File: config.mk
export PLATFORM = sky130hd
export DESIGN_NAME = avalon_st_gen_flat
export DESIGN_NICKNAME = d
export VERILOG_FILES = /design/src/rtl/avalon_st_gen_if.sv /design/src/rtl/avalon_st_gen.sv /design/src/flat_wrapper.sv
export SDC_FILE = /design/constraint.sdc
export NUM_CORES = 1
export LEC_CHECK = 0
export ABC_AREA = 1
export CORE_MARGIN = 3
export CORE_UTILIZATION = 57
export DETAILED_ROUTE_END_ITERATION = 8
export DONT_BUFFER_PORTS = 1
export PLACE_DENSITY_LB_ADDON = 0.08
export SETUP_SLACK_MARGIN = 0.02
export SLEW_MARGIN = 15
export SYNTH_ARGS = -nofsm -noshare
export SYNTH_HDL_FRONTEND = slang
export SYNTH_SLANG_ARGS = --single-unit
File: constraint.sdc
create_clock -name clk -period 10.7 [get_ports clk]
set_input_delay 3.21 -clock clk [delete_from_list [all_inputs] [get_ports clk]]
set_output_delay 3.21 -clock clk [all_outputs]
set_load 0.02 [all_outputs]
File: src/rtl/avalon_st_gen_if.sv
// Avalon-MM CSR port and 64-bit Avalon-ST TX port of the packet generator.
// Modport master is the generator view; slave is the host/sink view.
interface avalon_st_gen_if;
  logic [9:0]  avalon_mm_address;
  logic        avalon_mm_write;
  logic        avalon_mm_read;
  logic [31:0] avalon_mm_writedata;
  logic [31:0] avalon_mm_readdata;
  logic        avalon_mm_waitrequest;

  logic [63:0] avalon_st_tx_data;
  logic        avalon_st_tx_valid;
  logic        avalon_st_tx_sop;
  logic        avalon_st_tx_eop;
  logic [2:0]  avalon_st_tx_empty;
  logic        avalon_st_tx_error;
  logic        avalon_st_tx_ready;

  modport master (
    input  avalon_mm_address, avalon_mm_write, avalon_mm_read, avalon_mm_writedata,
    output avalon_mm_readdata, avalon_mm_waitrequest,
    output avalon_st_tx_data, avalon_st_tx_valid, avalon_st_tx_sop, avalon_st_tx_eop,
    output avalon_st_tx_empty, avalon_st_tx_error,
    input  avalon_st_tx_ready
  );

  modport slave (
    output avalon_mm_address, avalon_mm_write, avalon_mm_read, avalon_mm_writedata,
    input  avalon_mm_readdata, avalon_mm_waitrequest,
    input  avalon_st_tx_data, avalon_st_tx_valid, avalon_st_tx_sop, avalon_st_tx_eop,
    input  avalon_st_tx_empty, avalon_st_tx_error,
    output avalon_st_tx_ready
  );
endinterface

File: src/rtl/avalon_st_gen.sv
// 10G Ethernet packet generator: sequence-numbered frames on a 64-bit Avalon-ST TX port.
// Define GEN_ERR_INJECT_EN to add periodic tx_error injection (CSR 0x0b/0x0c).
module avalon_st_gen #(
  parameter int unsigned IPG_CYCLES = 2,
  parameter int unsigned MIN_LEN    = 16,
  parameter int unsigned MAX_LEN    = 9600
) (
  input  logic            clk,
  input  logic            reset_n,
  avalon_st_gen_if.master bus,
  output logic            gen_active,
  output logic            gen_done
);

  localparam logic [13:0] MinLen  = 14'(MIN_LEN);
  localparam logic [13:0] MaxLen  = 14'(MAX_LEN);
  localparam bit          UseGap  = IPG_CYCLES > 1;
  localparam int unsigned GapLast = (IPG_CYCLES > 1) ? IPG_CYCLES - 2 : 0;

  typedef enum logic [2:0] {StIdle, StLoad, StSend, StGap, StDone} state_e;

  state_e      state_q, state_d;
  logic        acc_q;
  logic [31:0] num_pkt_q;
  logic [13:0] len_min_q, len_max_q;
  logic        done_q, stop_pend_q, first_q;
  logic [13:0] len_q;
  logic [10:0] words_q, beat_q;
  logic [31:0] gap_q;
  logic [31:0] seq_q, pkt_cnt_q;
  logic [63:0] byte_cnt_q;
  logic        err_flag;

  // CSR access: each strobe stalls exactly one cycle, then commits.
  logic mm_req, wait_req, wr_en, csr_wr, start_w, stop_w, start_ok;
  assign mm_req   = bus.avalon_mm_read | bus.avalon_mm_write;
  assign wait_req = mm_req & ~acc_q;
  assign wr_en    = bus.avalon_mm_write & ~wait_req;
  assign csr_wr   = wr_en && (bus.avalon_mm_address == 10'h007);
  assign start_w  = csr_wr & bus.avalon_mm_writedata[0];
  assign stop_w   = csr_wr & bus.avalon_mm_writedata[1];
  assign start_ok = start_w & ~stop_w & ((state_q == StIdle) | (state_q == StDone));

  function automatic logic [13:0] clamp_len(input logic [13:0] v);
    if (v < MinLen)      return MinLen;
    else if (v > MaxLen) return MaxLen;
    else                 return v;
  endfunction

  logic [13:0] lmin, lmax_c, lmax, len_inc, len_next;
  assign lmin     = clamp_len(len_min_q);
  assign lmax_c   = clamp_len(len_max_q);
  assign lmax     = (lmax_c < lmin) ? lmin : lmax_c;
  assign len_inc  = len_q + 14'd1;
  assign len_next = (first_q || len_q >= lmax || len_inc < lmin) ? lmin : len_inc;

  logic        tx_valid, accept, is_eop, eop_acc, stop_any, met_send, met_gap;
  logic [31:0] pkt_inc;
  assign tx_valid = (state_q == StSend);
  assign accept   = tx_valid & bus.avalon_st_tx_ready;
  assign is_eop   = (beat_q == words_q - 11'd1);
  assign eop_acc  = accept & is_eop;
  assign pkt_inc  = pkt_cnt_q + 32'd1;
  assign met_send = (num_pkt_q != '0) && (pkt_inc >= num_pkt_q);
  assign met_gap  = (num_pkt_q != '0) && (pkt_cnt_q >= num_pkt_q);
  assign stop_any = stop_pend_q | stop_w;

  always_comb begin
    state_d = state_q;
    unique case (state_q)
      StIdle, StDone: begin
        if (stop_w)       state_d = StDone;
        else if (start_w) state_d = StLoad;
      end
      StLoad: state_d = stop_any ? StDone : StSend;
      StSend: begin
        if (eop_acc) begin
          if (met_send || stop_any) state_d = StDone;
          else if (UseGap)          state_d = StGap;
          else                      state_d = StLoad;
        end
      end
      // LOAD is itself one idle cycle, so GAP covers the remaining IPG_CYCLES-1.
      StGap: begin
        if (stop_any || met_gap) state_d = StDone;
        else if (gap_q == GapLast) state_d = StLoad;
      end
      default: state_d = StIdle;
    endcase
  end

  always_ff @(posedge clk or negedge reset_n) begin
    if (!reset_n) state_q <= StIdle;
    else          state_q <= state_d;
  end

  always_ff @(posedge clk or negedge reset_n) begin
    if (!reset_n) begin
      acc_q       <= 1'b0;
      num_pkt_q   <= 32'd1;
      len_min_q   <= 14'd64;
      len_max_q   <= 14'd64;
      done_q      <= 1'b0;
      stop_pend_q <= 1'b0;
      first_q     <= 1'b1;
      len_q       <= '0;
      words_q     <= '0;
      beat_q      <= '0;
      gap_q       <= '0;
      seq_q       <= '0;
      pkt_cnt_q   <= '0;
      byte_cnt_q  <= '0;
    end else begin
      acc_q <= mm_req;
      if (wr_en) begin
        case (bus.avalon_mm_address)
          10'h000: num_pkt_q <= bus.avalon_mm_writedata;
          10'h001: len_min_q <= bus.avalon_mm_writedata[13:0];
          10'h002: len_max_q <= bus.avalon_mm_writedata[13:0];
          default: ;
        endcase
      end
      if (start_ok) begin
        pkt_cnt_q  <= '0;
        byte_cnt_q <= '0;
        seq_q      <= '0;
        first_q    <= 1'b1;
      end
      if (state_q == StLoad) begin
        len_q   <= len_next;
        words_q <= 11'((len_next + 14'd7) >> 3);
        beat_q  <= '0;
        first_q <= 1'b0;
      end
      if (accept) begin
        if (is_eop) begin
          beat_q     <= '0;
          pkt_cnt_q  <= pkt_inc;
          byte_cnt_q <= byte_cnt_q + {50'd0, len_q};
          seq_q      <= seq_q + 32'd1;
        end else begin
          beat_q <= beat_q + 11'd1;
        end
      end
      gap_q <= (state_q == StGap) ? gap_q + 32'd1 : '0;
      if (state_d == StDone) done_q <= 1'b1;
      else if (start_ok)     done_q <= 1'b0;
      if (state_d == StDone || start_ok)  stop_pend_q <= 1'b0;
      else if (state_q == StSend && stop_w) stop_pend_q <= 1'b1;
    end
  end

`ifdef GEN_ERR_INJECT_EN
  logic [15:0] err_period_q, err_phase_q;
  logic        err_flag_q;
  logic [31:0] err_cnt_q;

  // err_phase_q tracks seq mod err_period, so the flag marks (seq+1) % period == 0.
  always_ff @(posedge clk or negedge reset_n) begin
    if (!reset_n) begin
      err_period_q <= '0;
      err_phase_q  <= '0;
      err_flag_q   <= 1'b0;
      err_cnt_q    <= '0;
    end else begin
      if (wr_en && bus.avalon_mm_address == 10'h00b) err_period_q <= bus.avalon_mm_writedata[15:0];
      if (start_ok) begin
        err_phase_q <= '0;
        err_flag_q  <= 1'b0;
        err_cnt_q   <= '0;
      end else if (state_q == StLoad) begin
        if (err_period_q == '0) begin
          err_phase_q <= '0;
          err_flag_q  <= 1'b0;
        end else if ({1'b0, err_phase_q} + 17'd1 >= {1'b0, err_period_q}) begin
          err_phase_q <= '0;
          err_flag_q  <= 1'b1;
        end else begin
          err_phase_q <= err_phase_q + 16'd1;
          err_flag_q  <= 1'b0;
        end
      end
      if (eop_acc && err_flag_q) err_cnt_q <= err_cnt_q + 32'd1;
    end
  end
  assign err_flag = err_flag_q;
`else
  assign err_flag = 1'b0;
`endif

  logic [63:0] tx_data;
  always_comb begin
    tx_data = '0;
    if (tx_valid) begin
      if (beat_q == '0) begin
        tx_data = {16'hA5A5, 2'b00, len_q, seq_q};
      end else begin
        for (int i = 0; i < 8; i++) tx_data[63-8*i -: 8] = {beat_q[4:0], 3'(i)};
      end
    end
  end

  logic [31:0] rdata;
  always_comb begin
    rdata = '0;
    if (bus.avalon_mm_read) begin
      case (bus.avalon_mm_address)
        10'h000: rdata = num_pkt_q;
        10'h001: rdata = {18'd0, len_min_q};
        10'h002: rdata = {18'd0, len_max_q};
        10'h007: rdata = {28'd0, gen_active, done_q, 2'b00};
        10'h008: rdata = pkt_cnt_q;
        10'h009: rdata = byte_cnt_q[31:0];
        10'h00a: rdata = byte_cnt_q[63:32];
`ifdef GEN_ERR_INJECT_EN
        10'h00b: rdata = {16'd0, err_period_q};
        10'h00c: rdata = err_cnt_q;
`endif
        default: rdata = '0;
      endcase
    end
  end

  assign bus.avalon_mm_readdata    = rdata;
  assign bus.avalon_mm_waitrequest = wait_req;
  assign bus.avalon_st_tx_data     = tx_data;
  assign bus.avalon_st_tx_valid    = tx_valid;
  assign bus.avalon_st_tx_sop      = tx_valid & (beat_q == '0);
  assign bus.avalon_st_tx_eop      = tx_valid & is_eop;
  assign bus.avalon_st_tx_empty    = (tx_valid & is_eop) ? 3'(4'd8 - {1'b0, len_q[2:0]}) : 3'd0;
  assign bus.avalon_st_tx_error    = tx_valid & is_eop & err_flag;
  assign gen_active = (state_q != StIdle) && (state_q != StDone);
  assign gen_done   = done_q;

endmodule

File: src/flat_wrapper.sv
// flat-port wrapper written by rule: the top's interface ports become plain ports
module avalon_st_gen_flat 
#(
  parameter int unsigned IPG_CYCLES = 2,
  parameter int unsigned MIN_LEN    = 16,
  parameter int unsigned MAX_LEN    = 9600
)
  (clk, reset_n, gen_active, gen_done, bus_avalon_mm_address, bus_avalon_mm_write, bus_avalon_mm_read, bus_avalon_mm_writedata, bus_avalon_mm_readdata, bus_avalon_mm_waitrequest, bus_avalon_st_tx_data, bus_avalon_st_tx_valid, bus_avalon_st_tx_sop, bus_avalon_st_tx_eop, bus_avalon_st_tx_empty, bus_avalon_st_tx_error, bus_avalon_st_tx_ready);
  avalon_st_gen_if bus_i ();
  input  logic clk;
  input  logic reset_n;
  output logic gen_active;
  output logic gen_done;
  input wire logic [$bits(bus_i.avalon_mm_address)-1:0] bus_avalon_mm_address;
  input wire logic [$bits(bus_i.avalon_mm_write)-1:0] bus_avalon_mm_write;
  input wire logic [$bits(bus_i.avalon_mm_read)-1:0] bus_avalon_mm_read;
  input wire logic [$bits(bus_i.avalon_mm_writedata)-1:0] bus_avalon_mm_writedata;
  output wire logic [$bits(bus_i.avalon_mm_readdata)-1:0] bus_avalon_mm_readdata;
  output wire logic [$bits(bus_i.avalon_mm_waitrequest)-1:0] bus_avalon_mm_waitrequest;
  output wire logic [$bits(bus_i.avalon_st_tx_data)-1:0] bus_avalon_st_tx_data;
  output wire logic [$bits(bus_i.avalon_st_tx_valid)-1:0] bus_avalon_st_tx_valid;
  output wire logic [$bits(bus_i.avalon_st_tx_sop)-1:0] bus_avalon_st_tx_sop;
  output wire logic [$bits(bus_i.avalon_st_tx_eop)-1:0] bus_avalon_st_tx_eop;
  output wire logic [$bits(bus_i.avalon_st_tx_empty)-1:0] bus_avalon_st_tx_empty;
  output wire logic [$bits(bus_i.avalon_st_tx_error)-1:0] bus_avalon_st_tx_error;
  input wire logic [$bits(bus_i.avalon_st_tx_ready)-1:0] bus_avalon_st_tx_ready;
  assign bus_i.avalon_mm_address = bus_avalon_mm_address;
  assign bus_i.avalon_mm_write = bus_avalon_mm_write;
  assign bus_i.avalon_mm_read = bus_avalon_mm_read;
  assign bus_i.avalon_mm_writedata = bus_avalon_mm_writedata;
  assign bus_avalon_mm_readdata = bus_i.avalon_mm_readdata;
  assign bus_avalon_mm_waitrequest = bus_i.avalon_mm_waitrequest;
  assign bus_avalon_st_tx_data = bus_i.avalon_st_tx_data;
  assign bus_avalon_st_tx_valid = bus_i.avalon_st_tx_valid;
  assign bus_avalon_st_tx_sop = bus_i.avalon_st_tx_sop;
  assign bus_avalon_st_tx_eop = bus_i.avalon_st_tx_eop;
  assign bus_avalon_st_tx_empty = bus_i.avalon_st_tx_empty;
  assign bus_avalon_st_tx_error = bus_i.avalon_st_tx_error;
  assign bus_i.avalon_st_tx_ready = bus_avalon_st_tx_ready;
  avalon_st_gen #(.IPG_CYCLES(IPG_CYCLES), .MIN_LEN(MIN_LEN), .MAX_LEN(MAX_LEN)) u_core (.clk(clk), .reset_n(reset_n), .bus(bus_i), .gen_active(gen_active), .gen_done(gen_done));
endmodule
==> reports/qor.yml <==
min_path:
  hold_path.class: "reg -> reg"
synthesis:
  synth_top_area_share_pct: 33.6
  seq_area_frac_synth_pct: 34.2
  yosysUniqueCellTypes: 64
  synth_top_area_cell: "dfrtp_1"
  syn_area_per_cell_sq_um: 7.09
  async_flop_share_pct: 100
  synthTopCellsByArea: "dfrtp_1 34%, inv_1 9.0%, nand2_1 8.8%, ha_1 8.1%, nor2_1 5.8%"
  synthCells: 2718
  synth-warning-count: 0
  synth-seq-cells: 263
  synth_area_sq_um: 19300
  synth-edff-count: 0
  ys.flop_type: "dfrtp_1"
routing:
  routedWlPerCell_um: 19.8
  wirelength_um: 62500
  postRouteAntennaNets: 0
  drt_iter0_drc: 2125
  dr_total_vias: 19000
  drtPass1Iterations: 6
  drc: 0
  routed_via_density: 6.02
outcome:
  status: "completed"
run:
  drv_cap: 0
finish:
  nNetsFinal: 2861
  final_util_pct: 62.6
  multi_input_area_sq_um: 10600
  drive_above_1_share_pct: 4.87
  nFillCells: 3071
  area_growth_pct: 7.01
  regArea_sq_um: 6590
die:
  die_w_um: 190
  chipHeight_um: 190
  io_pins: 153
  fp.dieArea_sq_um: 36000
  coreArea_sq_um: 32900
  start_util_pct: 58.5
  placementRows: 66
timing:
  finClkSkew_ns: 0.0339
  worst_pin_slew_ns: 1.12
  tns_ns: 0
  max_freq_ghz: 0.108
  setup_ws_ns: 1.45
  period_minus_slack_ns: 9.25
  setup_violations: 0
  whs_ns: 0.485
  relSlewSlack_pct: 24.9
  finalCritPeriodShare_pct: 86.4
  hold_viol_final: 0
  rsz0062_at_grt: "false"
  drv_slew: 0
global_route:
  gr-usage-all-layers_pct: 34.2
  antenna_found_initial: 2
  grt_max_degree: 264
  grt_pass1_wl_um: 97900
  grt_pass1_vias: 18100
  gr-total-overflow: 0
cts:
  cts_buffers: 31
  clk_path_buf_depth: 3
  insertion_delay_ns: 0.60
  cts_htree_levels: 1
  cts_sinks: 263
  path_clk_slew_ns: 0.06
  post-cts-setup-buffer-count: 0
  cts-hold-fix-buffers: 0
  clockRootBuffer: "clkbuf_16"
  ctsResizeCount: 0
  cts_tree: "built"
setup_path:
  critPathLaunchType: "input pin"
  cpMostUsedCell: "nor2_1"
  cpPeakStageDelay_ns: 0.78
  crit_family: "simple AND/OR/NAND/NOR gates"
  r2r_slack_ns: 4.58
  crit_type: "in -> out"
  crit_arrival_ns: 6.04
  cp_slowest_cell: "nand2_1"
  required_ns: 7.49
  critPathCaptureType: "output pin"
  critPathBufInv: 3
  crit_chain: "nor2_1 > inv_1 > nor2_1 > inv_1 > nor2_1 > nand2_1 > clkinv_1 > nand2_1 > o21ai_0 > a2111oi_0 > nor2_1"
  crit_fanout: 24
pwr:
  leakage_uw: 0.00955
  vdd_drop_max_mv: 0.107
  finalPower_uw: 2240
  powerDensity_nw_per_um2: 109
placed_design:
  post-place-ws_ns: 1.51
  port_buffers: 0
  dp_hpwl_um: 46900
  place_congestion: 1.02
## cell families after synthesis
| kind of cell | Yosys count | synth area share [%] |
|---|---|---|
| xor gates and xnor gates | 77 | 3.50 |
| adders and majority gates | 126 | 8.22 |
| and+or+nand+nor | 1157 | 26.9 |
| DFF | 263 | 34.2 |
| buffers and inverters | 554 | 11.2 |
| muxes | 1 | 0.0520 |
| other | 1 | 0.0195 |
| AOI/OAI and AO/OA | 539 | 15.9 |
## stage by stage
step | cell area (sq um) | cells
after detailed placement | 19600 | 3097
after global routing | 20600 | 3155
final | 20600 | 3156
after global placement | 19600 | 3097
after CTS | 20600 | 3155
after floorplan | 19300 | 2720
## synthesized netlist by cell type, types with 10 or more instances
library cell and n:
o21ai_0 220, nand4_1 76, ha_1 125, buf_2 11
nand3_1 118, inv_2 10, a211oi_1 11, clkbuf_1 49
a21oi_1 145, xor2_1 67, dfrtp_1 259, buf_4 16
nand2_2 13, o22ai_1 86, nor4_1 49, nand2_1 450
xnor2_1 10, nor2_1 297, inv_1 460, a221oi_1 19
nor3_1 110
## final timing paths
| kind | startpoint | to | cells past startpoint |
|---|---|---|---|
| worst max-delay path | bus_avalon_mm_address[9] | bus_avalon_mm_readdata[13] | 11 |
| worst min-delay path | u_core.num_pkt_q[7] | u_core.num_pkt_q[7] | 2 |
| worst max register to register | u_core.len_min_q[2] | u_core.words_q[10] | 29 |
| worst min register to register | u_core.num_pkt_q[7] | u_core.num_pkt_q[7] | 2 |
| max in group asynchronous | reset_n | u_core.len_max_q[4] | 0 |
| min in group asynchronous | reset_n | u_core.num_pkt_q[20] | 0 |
## flip-flops by register name, summed over array words and instances (netlist names), 3 cells and up
register           flops
u_core.byte_cnt_q     64
u_core.num_pkt_q      32
u_core.words_q        11
u_core.len_q          14
u_core.gap_q          32
u_core.seq_q          32
u_core.len_max_q      14
u_core.beat_q         11
u_core.len_min_q      14
u_core.pkt_cnt_q      32
u_core.state_q         3
## cell type report
class / instances / area share [%]
Antenna cell: 1 / 0.0121
Clock buffer: 48 / 4.51
Clock inverter: 10 / 0.407
Inverter: 474 / 8.63
Multi-Input combinational cell: 1903 / 51.3
Sequential cell: 263 / 31.9
Tap cell: 442 / 2.68
Timing Repair Buffer: 15 / 0.546
## layer usage
| layer | vias up | track usage (%) | share of wire [%] |
|---|---|---|---|
| met5 | - | 0 | 0.018 |
| met4 | 2 | 13.3 | 4.3 |
| met3 | 164 | 5.86 | 8.1 |
| met2 | 833 | 54.7 | 45 |
| met1 | 8989 | 46.4 | 43 |
| li1 | 8999 | - | - |
## worst register-to-register path, delay by kind of cell, from the launching register on
family / cells / cell delay [ns]
and+or+nand+nor: 16 / 2.27
AOI/OAI and AO/OA: 9 / 2.21
adders and majority gates: 2 / 0.64
DFF: 1 / 0.50
buffers and inverters: 2 / 0.42
## power by group
part / total (uW) / leakage, uW / switching [uW] / internal, uW
Sequential: 1030 / 0.00321 / 18.6 / 1010
Clock: 1060 / 0.000499 / 447 / 618
Combinational: 148 / 0.00585 / 100 / 47.8
## layout by cell type (no fill, tap or decap), types with 19 or more instances in the layout
| cell | n |
|---|---|
| a221oi_1 | 19 |
| ha_1 | 125 |
| nor2_1 | 295 |
| o22ai_1 | 86 |
| o21ai_0 | 220 |
| nand2_1 | 449 |
| nand4_1 | 76 |
| xor2_1 | 67 |
| inv_1 | 460 |
| nor4_1 | 49 |
| dfrtp_1 | 259 |
| a21oi_1 | 145 |
| clkbuf_16 | 31 |
| nand3_1 | 118 |
| nor3_1 | 108 |
Note: power is estimated with default switching activity, not from simulation.
